[config.mk]
export PLATFORM = sky130hd
export DESIGN_NAME = qix_snd_host_port_flat
export DESIGN_NICKNAME = d
export VERILOG_FILES = /design/src/rtl/qix_snd_host_port_pkg.sv /design/src/rtl/qix_snd_host_port_if.sv /design/src/rtl/qix_snd_host_port_strobe_gen.sv /design/src/rtl/qix_snd_host_port.sv /design/src/flat_wrapper.sv
export SDC_FILE = /design/constraint.sdc
export NUM_CORES = 1
export LEC_CHECK = 0
export CORE_ASPECT_RATIO = 0.8
export CORE_MARGIN = 8
export CORE_UTILIZATION = 47
export CTS_CLUSTER_SIZE = 30
export DETAILED_ROUTE_END_ITERATION = 12
export GPL_TIMING_DRIVEN = 0
export PLACE_DENSITY = 0.84
export SLEW_MARGIN = 20
export SYNTH_ARGS = -nofsm -noshare
export SYNTH_HDL_FRONTEND = slang
export SYNTH_SLANG_ARGS = --single-unit
[constraint.sdc]
create_clock -name clk_20m -period 1.5 [get_ports clk_20m]
set_clock_uncertainty 0.05 [all_clocks]
set_input_delay 0.3 -clock clk_20m [delete_from_list [all_inputs] [get_ports clk_20m]]
set_output_delay 0.3 -clock clk_20m [all_outputs]
set_load 0.02 [all_outputs]
[src/rtl/qix_snd_host_port_pkg.sv]
// Shared definitions for the data-CPU side of the sound-board link:
// register indices, status bit positions and the command-strobe FSM states.
package qix_snd_pkg;

    localparam logic [1:0] REG_CMD  = 2'd0;
    localparam logic [1:0] REG_STAT = 2'd1;
    localparam logic [1:0] REG_VOL  = 2'd2;
    localparam logic [1:0] REG_RAW  = 2'd3;

    localparam int ST_BUSY   = 7;
    localparam int ST_RVALID = 6;
    localparam int ST_ROVR   = 5;
    localparam int ST_CDROP  = 4;
    localparam int ST_IRQEN  = 1;
    localparam int ST_EPOL   = 0;

    typedef enum logic [1:0] {
        STB_IDLE    = 2'd0,
        STB_ASSERT  = 2'd1,
        STB_HOLDOFF = 2'd2
    } strobe_state_t;

endpackage

[src/rtl/qix_snd_host_port_if.sv]
// Data-CPU bus into the sound host port.
// An access happens on every clk_20m edge where cen & cs are both high; rw
// picks read or write, there is no wait state, and dout is valid in the
// same cycle as the access.
interface qix_snd_cpu_if;
    logic       cen;
    logic       cs;
    logic       rw;
    logic [1:0] addr;
    logic [7:0] din;
    logic [7:0] dout;
    logic       irq;

    modport master (output cen, cs, rw, addr, din, input dout, irq);
    modport slave  (input cen, cs, rw, addr, din, output dout, irq);
endinterface

[src/rtl/qix_snd_host_port_strobe_gen.sv]
// Command-strobe sequencer: drives the strobe low for STROBE_LEN cycles after
// a start, then stays busy for HOLDOFF more cycles before it accepts another.
module qix_snd_strobe_gen
    import qix_snd_pkg::*;
#(
    parameter int unsigned STROBE_LEN = 44,
    parameter int unsigned HOLDOFF    = 22
) (
    input  logic          clk_20m,
    input  logic          reset_n,
    input  logic          start,
    output logic          busy,
    output logic          strobe_n,
    output strobe_state_t state
);

    localparam int unsigned MAX_LEN = (STROBE_LEN > HOLDOFF) ? STROBE_LEN : HOLDOFF;
    localparam int unsigned CW      = $clog2(MAX_LEN + 1);
    localparam logic [CW-1:0] STB_LOAD = CW'(STROBE_LEN - 1);
    localparam logic [CW-1:0] HLD_LOAD = CW'(HOLDOFF - 1);
    localparam logic [CW-1:0] CNT_ONE  = CW'(1);

    strobe_state_t state_q, state_d;
    logic [CW-1:0] cnt_q, cnt_d;

    always_ff @(posedge clk_20m) begin
        if (!reset_n) begin
            state_q <= STB_IDLE;
            cnt_q   <= '0;
        end else begin
            state_q <= state_d;
            cnt_q   <= cnt_d;
        end
    end

    // Counter loads N-1 so each phase lasts exactly N cycles; it parks at 0.
    always_comb begin
        state_d = state_q;
        cnt_d   = (cnt_q != '0) ? (cnt_q - CNT_ONE) : '0;
        case (state_q)
            STB_IDLE: begin
                if (start) begin
                    state_d = STB_ASSERT;
                    cnt_d   = STB_LOAD;
                end
            end
            STB_ASSERT: begin
                if (cnt_q == '0) begin
                    state_d = STB_HOLDOFF;
                    cnt_d   = HLD_LOAD;
                end
            end
            STB_HOLDOFF: begin
                if (cnt_q == '0) state_d = STB_IDLE;
            end
            default: begin
                state_d = STB_IDLE;
                cnt_d   = '0;
            end
        endcase
    end

    assign busy     = (state_q != STB_IDLE);
    assign strobe_n = (state_q != STB_ASSERT);
    assign state    = state_q;

endmodule

[src/rtl/qix_snd_host_port.sv]
// Data-CPU end of the sound-board link: command latch + strobe, reply capture
// with IRQ, and the stereo volume register feeding the attenuator.
module qix_snd_host_port
    import qix_snd_pkg::*;
#(
    parameter int unsigned STROBE_LEN = 44,
    parameter int unsigned HOLDOFF    = 22
) (
    input  logic          clk_20m,
    input  logic          reset_n,
    qix_snd_cpu_if.slave  cpu,
    output logic [7:0]    snd_data_out,
    input  logic [7:0]    snd_data_in,
    output logic          snd_irq_to_snd,
    input  logic          snd_irq_from_snd,
    output logic [7:0]    vol_data,
    output strobe_state_t dbg_strobe_state
);

    logic       sel, wr, rd;
    logic       cmd_wr, stat_wr, vol_wr, reply_rd;
    logic       start, busy;
    logic       from_snd_q, hs_edge;
    logic [7:0] reply_q;
    logic       reply_valid_q, reply_ovr_q, cmd_drop_q;
    logic       irq_en_q, edge_pol_q, irq_q;
    logic [7:0] status;
    logic [7:0] dout_c;

    assign sel      = cpu.cen & cpu.cs;
    assign wr       = sel & ~cpu.rw;
    assign rd       = sel & cpu.rw;
    assign cmd_wr   = wr && (cpu.addr == REG_CMD);
    assign stat_wr  = wr && (cpu.addr == REG_STAT);
    assign vol_wr   = wr && (cpu.addr == REG_VOL);
    assign reply_rd = rd && (cpu.addr == REG_CMD);
    assign start    = cmd_wr & ~busy;

    assign hs_edge = edge_pol_q ? ( snd_irq_from_snd & ~from_snd_q)
                                : (~snd_irq_from_snd &  from_snd_q);

    qix_snd_strobe_gen #(
        .STROBE_LEN (STROBE_LEN),
        .HOLDOFF    (HOLDOFF)
    ) u_strobe (
        .clk_20m  (clk_20m),
        .reset_n  (reset_n),
        .start    (start),
        .busy     (busy),
        .strobe_n (snd_irq_to_snd),
        .state    (dbg_strobe_state)
    );

    // History tracks the line even in reset so release never fakes an edge.
    always_ff @(posedge clk_20m) begin
        from_snd_q <= snd_irq_from_snd;
        if (!reset_n) begin
            snd_data_out  <= 8'h00;
            vol_data      <= 8'h00;
            reply_q       <= 8'h00;
            reply_valid_q <= 1'b0;
            reply_ovr_q   <= 1'b0;
            cmd_drop_q    <= 1'b0;
            irq_en_q      <= 1'b0;
            edge_pol_q    <= 1'b0;
            irq_q         <= 1'b0;
        end else begin
            irq_q <= irq_en_q & reply_valid_q;
            if (start) snd_data_out <= cpu.din;
            if (cmd_wr && busy) cmd_drop_q <= 1'b1;
            if (vol_wr) vol_data <= cpu.din;
            if (stat_wr) begin
                irq_en_q   <= cpu.din[ST_IRQEN];
                edge_pol_q <= cpu.din[ST_EPOL];
                if (cpu.din[ST_CDROP]) cmd_drop_q <= 1'b0;
            end
            if (stat_wr && cpu.din[ST_ROVR]) reply_ovr_q <= 1'b0;
            // A reply landing on the same cycle as a reply read is not an overrun.
            if (hs_edge) begin
                reply_q       <= snd_data_in;
                reply_valid_q <= 1'b1;
                if (reply_valid_q && !reply_rd) reply_ovr_q <= 1'b1;
            end else if (reply_rd) begin
                reply_valid_q <= 1'b0;
            end
        end
    end

    assign status = {busy, reply_valid_q, reply_ovr_q, cmd_drop_q,
                     2'b00, irq_en_q, edge_pol_q};

    always_comb begin
        dout_c = 8'hFF;
        if (sel) begin
            case (cpu.addr)
                REG_CMD:  dout_c = reply_q;
                REG_STAT: dout_c = status;
                REG_VOL:  dout_c = vol_data;
                REG_RAW:  dout_c = snd_data_in;
                default:  dout_c = 8'hFF;
            endcase
        end
    end

    assign cpu.dout = dout_c;
    assign cpu.irq  = irq_q;

endmodule

[src/flat_wrapper.sv]
// flat-port wrapper written by rule: the top's interface ports become plain ports
module qix_snd_host_port_flat import qix_snd_pkg::*;
#(
    parameter int unsigned STROBE_LEN = 44,
    parameter int unsigned HOLDOFF    = 22
)
  (clk_20m, reset_n, snd_data_out, snd_data_in, snd_irq_to_snd, snd_irq_from_snd, vol_data, dbg_strobe_state, cpu_cen, cpu_cs, cpu_rw, cpu_addr, cpu_din, cpu_dout, cpu_irq);
  qix_snd_cpu_if cpu_i ();
  input  logic clk_20m;
  input  logic reset_n;
  output logic [7:0] snd_data_out;
  input  logic [7:0] snd_data_in;
  output logic snd_irq_to_snd;
  input  logic snd_irq_from_snd;
  output logic [7:0] vol_data;
  output strobe_state_t dbg_strobe_state;
  input wire logic [$bits(cpu_i.cen)-1:0] cpu_cen;
  input wire logic [$bits(cpu_i.cs)-1:0] cpu_cs;
  input wire logic [$bits(cpu_i.rw)-1:0] cpu_rw;
  input wire logic [$bits(cpu_i.addr)-1:0] cpu_addr;
  input wire logic [$bits(cpu_i.din)-1:0] cpu_din;
  output wire logic [$bits(cpu_i.dout)-1:0] cpu_dout;
  output wire logic [$bits(cpu_i.irq)-1:0] cpu_irq;
  assign cpu_i.cen = cpu_cen;
  assign cpu_i.cs = cpu_cs;
  assign cpu_i.rw = cpu_rw;
  assign cpu_i.addr = cpu_addr;
  assign cpu_i.din = cpu_din;
  assign cpu_dout = cpu_i.dout;
  assign cpu_irq = cpu_i.irq;
  qix_snd_host_port #(.STROBE_LEN(STROBE_LEN), .HOLDOFF(HOLDOFF)) u_core (.clk_20m(clk_20m), .reset_n(reset_n), .cpu(cpu_i), .snd_data_out(snd_data_out), .snd_data_in(snd_data_in), .snd_irq_to_snd(snd_irq_to_snd), .snd_irq_from_snd(snd_irq_from_snd), .vol_data(vol_data), .dbg_strobe_state(dbg_strobe_state));
endmodule
==> impl_metrics.py <==
metrics = {
    "place": {
        "port_buffers": 51,
        "dp.cells": 296,
        "place.gp.congestion": 0.795,
        "dp_worst_setup_slack_ns": -1.22,
        "dpl.hpwl_um": 3500,
    },
    "detailed_routing": {
        "num_vias": 1695,
        "wl_per_cell_um": 16.3,
        "drt-total-wl_um": 5220,
        "via_per_inst": 5.31,
        "drt-pass1-iter-count": 4,
        "drtIter0Drc": 82,
        "remaining_drc_errors": 0,
        "ant_nets": 0,
    },
    "sta": {
        "post-route-period-util_pct": 121,
        "tightest_slew_ns": 0.419,
        "setup_slack_ns": -0.322,
        "clock.fmax_mhz": 549,
        "rsz0062_at_grt": "true",
        "holdWs_ns": 0.347,
        "slew_headroom_pct": 72.1,
        "setup-violations-final": 8,
        "drv_slew": 0,
        "final-hold-violation-count": 0,
        "fin_crit_ns": 1.82,
    },
    "clocking": {
        "cts.htree.levels": 2,
        "clk_pin_slew_ns": 0.08,
        "clock-root-buffer": "clkbuf_8",
        "cts_tree": "yes",
        "cts.path.max_buffers": 2,
        "cts.sinks": 39,
        "cts_hold_buf": 0,
        "numCtsBuffers": 5,
        "insertion_delay_ns": 0.29,
    },
    "synthesis": {
        "synth_edf_count": 0,
        "ys_types": 43,
        "yosysTopAreaCellShare_pct": 42.4,
        "synth_fp_nets": 216,
        "yosysWarnings": 0,
        "yosys_most_used_dff": "dfxtp_1",
        "netlist_instances": 190,
        "yosysMostFrequentCell": "dfxtp_1",
        "synth-async-reset-ratio_pct": 0,
        "seq_area_frac_synth_pct": 42.4,
        "avgSynthCellArea_sq_um": 9.68,
        "synthTopCellsByArea": "dfxtp_1, mux2i_1, nor2_1",
        "synth_top_area_cell": "dfxtp_1",
        "synth_area_sq_um": 1840,
        "synthTopCellsByCount": "dfxtp_1, nor2_1, mux2i_1",
        "synth_seq_cells": 39,
    },
    "finish": {
        "fin_cells": 319,
        "antenna_cells": 0,
        "final_nets": 289,
        "drive_above_1_share_pct": 30.3,
        "final_core_util_pct": 72.3,
        "fillers": 282,
        "syn2layout_area_growth_pct": 48.4,
    },
    "run": {
        "drv_cap": 0,
    },
    "worst_setup_path": {
        "crit_type": "reg2out",
        "worst_setup_path_start_kind": "register",
        "crit_path_cell_trace": "mux4_2 > or2_4 > buf_6",
        "crit_fanout": 2,
        "worst_path_largest_cell_delay_ns": 0.46,
        "cp-end-kind": "primary output",
        "cp.arrival_ns": 1.47,
        "required_ns": 1.15,
        "slowest_stage": "mux4_2",
    },
    "power": {
        "powerDensity_nw_per_um2": 1040,
        "vdd_ir_drop_max_mv": 0.623,
        "p_leak_nw": 1.19,
        "finalPower_mw": 2.84,
    },
    "grt": {
        "grt_pass1_wl_um": 8210,
        "grt_pass1_vias": 1768,
        "antenna_found_initial": 0,
        "track_usage_pct": 16.8,
        "grt_max_degree": 13,
        "gr-total-overflow": 0,
    },
    "die": {
        "die_h_um": 72.0,
        "dieArea_sq_um": 6180,
        "die_x_um": 85.9,
        "design.core.area_sq_um": 3780,
        "ioPinCount": 52,
        "rows": 20,
        "initial_core_util_pct": 48.7,
    },
    "status": {
        "outcome": "finished, violations left",
        "violations": "setup timing",
    },
    "worst_hold_path": {
        "hold_class": "in2reg",
    },
}
cells in the final DEF (no fill, tap or decap), types with 2 or more instances in the layout:
| cell type | instances |
|---|---|
| dlygate4sd2_1 | 29 |
| dfxtp_1 | 26 |
| nor2_1 | 25 |
| mux2i_1 | 19 |
| buf_4 | 15 |
| a21oi_1 | 13 |
| buf_6 | 12 |
| nand2_1 | 12 |
| nand3_1 | 11 |
| clkdlybuf4s50_1 | 10 |
| dfxtp_2 | 10 |
| clkbuf_8 | 6 |
| mux4_2 | 5 |
| or2_4 | 4 |
| nand2b_1 | 4 |
| clkbuf_2 | 4 |
| nand3b_1 | 4 |
| inv_1 | 3 |
| and3b_1 | 3 |
| dfxtp_4 | 3 |
| mux2_4 | 2 |
| a221o_1 | 2 |
| a211oi_1 | 2 |
| xor2_1 | 2 |
| o21ai_0 | 2 |
| o21ai_2 | 2 |
| ha_1 | 2 |
state kept, by name (all words and copies together) (netlist names):
register and flops:
u_core.from_snd_q 1, u_core.vol_data 8, u_core.u_strobe.state 2, u_core.edge_pol_q 1
u_core.reply_q 8, u_core.cmd_drop_q 1, u_core.cpu.irq 1, u_core.reply_ovr_q 1
u_core.snd_data_out 8, u_core.u_strobe.cnt_q 6, u_core.reply_valid_q 1, u_core.irq_en_q 1
path summary, 6_finish.rpt:
| path | from | end | slack, ns | cells after the start |
|---|---|---|---|---|
| worst max-delay path | u_core.vol_data[6]$_SDFFE_PN0P_ | cpu_dout[6] | -0.32 | 3 |
| worst min-delay path | snd_data_in[6] | u_core.reply_q[6]$_SDFFE_PN0P_ | 0.35 | 3 |
| worst max register to register | u_core.edge_pol_q$_SDFFE_PN0N_ | u_core.reply_q[0]$_SDFFE_PN0P_ | 0.09 | 6 |
| worst min register to register | u_core.snd_data_out[7]$_SDFFE_PN0P_ | u_core.snd_data_out[7]$_SDFFE_PN0P_ | 0.41 | 2 |
worst max-delay path, delay by kind of cell, from the launching register on:
kind          cells  cell delay [ns]
buf+inv           1             0.13
simple gates      1             0.24
mux               1             0.46
flops             1             0.35
what timing repair did:
item | 4_1_cts | 5_1_grt
endpoints found under the setup margin | 48 | 44
pin swaps | 6 | 7
resized for setup | 111 | 19
setup buffers | 9 | 4
gates cloned | 1 | 1
cell families after synthesis:
logic type / count (synthesis) / share of synthesized area, %
AO/OA/AOI/OAI: 30 / 11.4
adder cells (fa/ha/maj): 2 / 1.36
buffers and inverters: 14 / 4.22
AND/OR/NAND/NOR: 75 / 20.7
multiplexers: 27 / 18.5
XOR/XNOR: 3 / 1.43
flip-flops: 39 / 42.4
cell type report:
type | count | area, sq um | area share (%)
Buffer | 10 | 87.6 | 3.21
Clock buffer | 6 | 82.6 | 3.02
Clock inverter | 2 | 35.0 | 1.28
Inverter | 4 | 15.0 | 0.550
Multi-Input combinational cell | 137 | 1020 | 37.4
Sequential cell | 39 | 805 | 29.5
Tap cell | 55 | 68.8 | 2.52
Timing Repair Buffer | 66 | 614 | 22.5
per-layer routing:
layer,global-route usage [%],wire length (um),vias up
li1,-,-,821
met1,20.1,2360,817
met2,26.6,2430,51
met3,5.76,365,6
met4,7.36,57,0
met5,0,0,-
where the power goes:
| part | internal (mW) | total, mW | switching [mW] | leakage [nW] |
|---|---|---|---|---|
| Clock | 0.538 | 0.912 | 0.374 | 0.0612 |
| Combinational | 0.366 | 0.741 | 0.375 | 0.805 |
| Sequential | 1.12 | 1.19 | 0.0679 | 0.325 |
metrics by stage:
| step | setup TNS [ns] | area [sq um] |
|---|---|---|
| after floorplan | -0.0171 | 1860 |
| after global placement | -20.37 | 2440 |
| after detailed placement | -21.07 | 2440 |
| after CTS | -2.09 | 2680 |
| after global routing | -2.28 | 2730 |
| final | -2.02 | 2730 |
No activity file was read; power rests on OpenSTA's default activity.
